==> src/rtl/mdc_output_reorder.sv <==
// mdc_output_reorder: ping-pong reorder of two-lane bit-reversed FFT frames into a
// natural-order single-lane valid/ready stream.
module mdc_output_reorder #(
    parameter int DW     = 16,
    parameter int N_HALF = 16
) (
    input  logic          clk,
    input  logic          rst_n,
    input  logic          in_valid,
    input  logic          in_start,
    output logic          in_ready,
    input  logic [DW-1:0] in_re0,
    input  logic [DW-1:0] in_im0,
    input  logic [DW-1:0] in_re1,
    input  logic [DW-1:0] in_im1,
    output logic          out_valid,
    input  logic          out_ready,
    output logic [DW-1:0] out_re,
    output logic [DW-1:0] out_im,
    output logic [4:0]    out_index,
    output logic          out_last,
    output logic          frame_err
);
    localparam logic [3:0] LAST_K = 4'(N_HALF - 1);

    typedef enum logic {WR_IDLE, WR_FILL} wr_state_t;

    wr_state_t       r_wst, w_wst_nxt;
    logic [3:0]      r_wr_cnt, w_wr_cnt_nxt, w_wr_addr;
    logic            r_wr_sel, r_rd_sel, r_f_sel;
    logic [1:0]      r_full, w_set, w_clr;
    logic [4:0]      r_f_cnt, r_s1_idx;
    logic            r_s1_vld;
    logic [2*DW-1:0] r_s1_data, w_rd_data;
    logic [2*DW-1:0] r_lo [0:1][0:15];
    logic [2*DW-1:0] r_hi [0:1][0:15];
    logic            w_acc, w_start_ok, w_fill_ok, w_we, w_err, w_done;
    logic            w_out_adv, w_s1_adv, w_fetch, w_xfer_last;

    assign in_ready  = !r_full[r_wr_sel];
    assign w_acc     = in_valid && in_ready;
    assign w_wr_addr = in_start ? 4'd0 : {r_wr_cnt[0], r_wr_cnt[1], r_wr_cnt[2], r_wr_cnt[3]};

    always_comb begin
        w_start_ok   = w_acc && in_start;
        w_fill_ok    = w_acc && !in_start && r_wst == WR_FILL;
        w_we         = w_start_ok || w_fill_ok;
        w_err        = w_acc && (in_start ? r_wst == WR_FILL : r_wst == WR_IDLE);
        w_done       = w_fill_ok && r_wr_cnt == LAST_K;
        w_wr_cnt_nxt = w_start_ok ? 4'd1 : w_fill_ok ? r_wr_cnt + 4'd1 : r_wr_cnt;
        w_wst_nxt    = w_start_ok ? WR_FILL : w_done ? WR_IDLE : r_wst;
    end

    always_ff @(posedge clk) begin
        if (w_we) begin
            r_lo[r_wr_sel][w_wr_addr] <= {in_re0, in_im0};
            r_hi[r_wr_sel][w_wr_addr] <= {in_re1, in_im1};
        end
    end

    // The fetch pointer runs at most two beats ahead of the output transfers, so it
    // can move on to the other buffer before the current frame's last beat leaves.
    assign w_out_adv   = !out_valid || out_ready;
    assign w_s1_adv    = !r_s1_vld || w_out_adv;
    assign w_fetch     = w_s1_adv && r_full[r_f_sel];
    assign w_xfer_last = out_valid && out_ready && out_last;
    assign w_rd_data   = r_f_cnt[4] ? r_hi[r_f_sel][r_f_cnt[3:0]] : r_lo[r_f_sel][r_f_cnt[3:0]];
    assign w_set       = w_done ? 2'b01 << r_wr_sel : 2'b00;
    assign w_clr       = w_xfer_last ? 2'b01 << r_rd_sel : 2'b00;

    always_ff @(posedge clk or negedge rst_n) begin
        if (!rst_n) begin
            r_wst     <= WR_IDLE;
            r_wr_cnt  <= '0;
            r_wr_sel  <= 1'b0;
            r_rd_sel  <= 1'b0;
            r_f_sel   <= 1'b0;
            r_f_cnt   <= '0;
            r_full    <= '0;
            r_s1_vld  <= 1'b0;
            r_s1_idx  <= '0;
            r_s1_data <= '0;
            out_valid <= 1'b0;
            out_re    <= '0;
            out_im    <= '0;
            out_index <= '0;
            out_last  <= 1'b0;
            frame_err <= 1'b0;
        end else begin
            r_wst     <= w_wst_nxt;
            r_wr_cnt  <= w_wr_cnt_nxt;
            r_wr_sel  <= r_wr_sel ^ w_done;
            r_rd_sel  <= r_rd_sel ^ w_xfer_last;
            r_full    <= (r_full | w_set) & ~w_clr;
            frame_err <= w_err;
            if (w_fetch) begin
                r_f_cnt <= r_f_cnt + 5'd1;
                r_f_sel <= r_f_sel ^ (r_f_cnt == 5'd31);
            end
            if (w_s1_adv) begin
                r_s1_vld <= w_fetch;
                if (w_fetch) begin
                    r_s1_data <= w_rd_data;
                    r_s1_idx  <= r_f_cnt;
                end
            end
            if (w_out_adv) begin
                out_valid <= r_s1_vld;
                if (r_s1_vld) begin
                    {out_re, out_im} <= r_s1_data;
                    out_index        <= r_s1_idx;
                    out_last         <= r_s1_idx == 5'd31;
                end
            end
        end
    end
endmodule

==> config.mk <==
export PLATFORM = sky130hd
export DESIGN_NAME = mdc_output_reorder
export DESIGN_NICKNAME = d
export VERILOG_FILES = /design/src/rtl/mdc_output_reorder.sv
export SDC_FILE = /design/constraint.sdc
export NUM_CORES = 2
export LEC_CHECK = 0
export BUFFER_PORTS_ARGS = -buffer_cell sky130_fd_sc_hd__buf_2
export CAP_MARGIN = 20
export CORE_AREA = 2 2 341 410
export DETAILED_ROUTE_END_ITERATION = 10
export DIE_AREA = 0 0 343 412
export PLACE_DENSITY = 0.76
export SLEW_MARGIN = 20
export SYNTH_ARGS = -nofsm -noshare
export SYNTH_HDL_FRONTEND = slang
export SYNTH_SLANG_ARGS = --single-unit
==> constraint.sdc <==
create_clock -name clk -period 8 [get_ports clk]
set_clock_uncertainty 0.1 [all_clocks]
set_input_delay 0.8 -clock clk [delete_from_list [all_inputs] [get_ports clk]]
set_output_delay 0.8 -clock clk [all_outputs]
set_load 0.05 [all_outputs]
==> metrics.txt <==
Hold Startpoint=out_ready; vias per inst=about 6.8; Worst Path Max Fanout=just over 40; Setup crit start kind=flip-flop; reg2reg start=r_wr_sel; DP HPWL=approximately 100 mm; commonest cells in the synthesized netlist=edfxtp_1, mux4_2, mux2i_1, nand2_1, a22oi_1; top achievable clock speed=~0.22 GHz; max cap viols=0; Cell variety after synth=49; flop and latch count out of synthesis=2141; Max Buffers Root-to-Sink=3; post-synthesis cell count=about 3700; DIE AREA=roughly 140000 µm²; row cnt=149; design area=between 90000 and 100000 µm²; synthesis-to-finish area growth=11.1%; Syn Nets=approximately 3800; WP data required=between 8000 and 9000 ps; clk_lat worst skew=840 ps; Register Area=around 64000 µm²; min Tclk post-route=between 4000 and 5000 ps; post-route ant nets=0; die width=roughly 340 µm; Worst slew margin=roughly 23%; overall routing resource usage=about 28%; post-CTS sizing=0; initial antenna violation count=13; GP Congestion=0.830; vias in the first global route=40500; Top Ports=between 100 and 150; Crit. End Element=flip-flop; core area=between 100000 and 150000 µm²; post-synth top area cell=edfxtp_1; Synth Area in Compound Gates=2.14%; dominant cells by area after synthesis=edfxtp_1, mux4_2, mux2i_1; DRC=0; drt first pass iters=5; Post-Synth XOR/XNOR Area=less than 1%; Vias=about 40000; CTS Root Cell=clkbuf_16; final period utilization=a little under three fifths; die outline height=between 400 and 500 µm; Worst-Margin Slew=about 1200 ps; LEAKAGE=around 28 nW; Routed WL=between 150 and 200 mm; Critical Path Start=r_wr_sel; RSZ-0062 raised after global routing=false; Synth Area in Adders=less than 1%; Initial Utilization=about 60%; most common cell in the netlist=edfxtp_1; nets=approximately 4000; yosys warns=0; main combinational cell family by area after synthesis=multiplexers; number of port buffers=about 110; syn_area_per_cell=21.9 µm²; CTS Buf Count=193; wire per inst=roughly 34 µm; setup TNS=0 ps; layout cells sized above 1=between 20% and 30%; post-synthesis mux area share=between 15 and 20%; post-place instance area=approximately 85000 µm²; clock sink count=2141; Mapped Area=about 80000 µm²; CTS tree=built; post-synth top area share=~75%; fill count=8411; postcts setup bufs=0; first-pass GRT wire length=approximately 290 mm; Reg clk slew, reported paths=about 70 ps; hold_buf cts=1; top_reg_cell synth=edfxtp_1; H-tree Lvls=4; Hold Vio Cnt, Final=0; area of the multi-input gates=~17000 µm²; Post-synth ARST share=between 4 and 5%; total gr overflow=0; drt initial violations=approximately 5500; peak supply drop=roughly 0.18 mV; crit path DAT=4790 ps; number of synthesized flops with an enable pin=roughly 2000; setup violation total in the final timing report=0; simple-gate share of the synthesized area=under 10%; Core Util, Final=between 60% and 70%; Power Density=247 nW/µm²; Crit Path Class=flip-flop to flip-flop; Final Slew Violations=0; outcome=finished clean; Seq/Total Area, Yosys=about 80%; largest net degree at the start of global routing=133; hold crit path type=input port to flip-flop
[where the power goes]
| group | internal, mW | switching [mW] |
|---|---|---|
| Sequential | 12.5 | 0.0836 |
| Clock | 5.14 | 3.99 |
| Combinational | 0.189 | 0.580 |
| Total | 17.9 | 4.66 |
[critical path, stage by stage (launching register included)]
cell	delay, ps
dfrtp_1	470
mux2i_1	340
and2_1	360
nand4b_1	810
nor2_4	1160
buf_4	730
[path summary, 6_finish.rpt]
check,depth (start not counted),to,slack [ps]
setup / recovery,5,r_lo[0][240],3550
hold / removal,3,out_valid,190
setup reg to reg,5,r_lo[0][240],3550
hold reg to reg,1,out_im[0],400
max in group asynchronous,3,r_f_cnt[2],5900
min in group asynchronous,2,frame_err,440
[state kept, by name, summed over array words and instances, names as in the netlist, 2 cells and up]
signal / count
out_im: 16
out_index: 5
out_re: 16
r_f_cnt: 5
r_full: 2
r_hi: 1024
r_lo: 1024
r_s1_data: 32
r_s1_idx: 5
r_wr_cnt: 4
[metal layers]
metal	part of all wire (%)	global-route usage [%]	vias to the layer above
li1	-	-	16000
met1	36	39.0	21200
met2	49	45.8	2659
met3	10	6.02	434
met4	3.9	10.4	16
met5	0.084	0.376	-
[area by class of cell]
cell class | count | share of cell area [%]
multi-input combinational | 1393 | 18.9
sequential | 2141 | 70.1
inverter | 8 | 0.0357
clock inverter | 83 | 0.917
antenna | 7 | 0.0192
clock buffer | 275 | 5.91
timing repair buffer | 200 | 1.59
tap | 1812 | 2.49
[logic make-up after synthesis]
family,after synthesis
adders and majority gates,7
and+or+nand+nor,355
xor gates and xnor gates,4
AOI/OAI and AO/OA,258
buffers and inverters,212
muxes,769
DFF,2141
[layout by cell type, fill, tap and decap left out, types with 20 or more instances in the layout]
master | netlist | routed
nand2_1 | 135 | 133
edfxtp_1 | 2048 | 2048
mux2i_1 | 252 | 252
clkbuf_1 | 63 | 61
a22oi_1 | 100 | 100
mux2_2 | 67 | 67
clkbuf_16 | 0 | 196
dfrtp_1 | 93 | 88
clkinv_1 | 0 | 33
nor2_4 | 0 | 31
buf_4 | 32 | 76
nand3_1 | 68 | 68
mux4_2 | 450 | 450
clkinv_2 | 0 | 20
o211ai_1 | 22 | 22
a21oi_1 | 76 | 76
nor2_1 | 55 | 24
buf_2 | 78 | 108
nand4_1 | 24 | 24
[through the flow]
step	setup WS [ps]	power, mW	hold WS (ps)	instances
6_report	3550	22.5	194	5919
5_1_grt	3420	23.1	229	5914
4_1_cts	3590	22.6	148	5910
3_5_place_dp	3500	13.6	388	5551
3_3_place_gp	3500	13.6	377	5547
2_1_floorplan	784	13.2	356	3746
No activity file was read; power rests on OpenSTA's default activity.
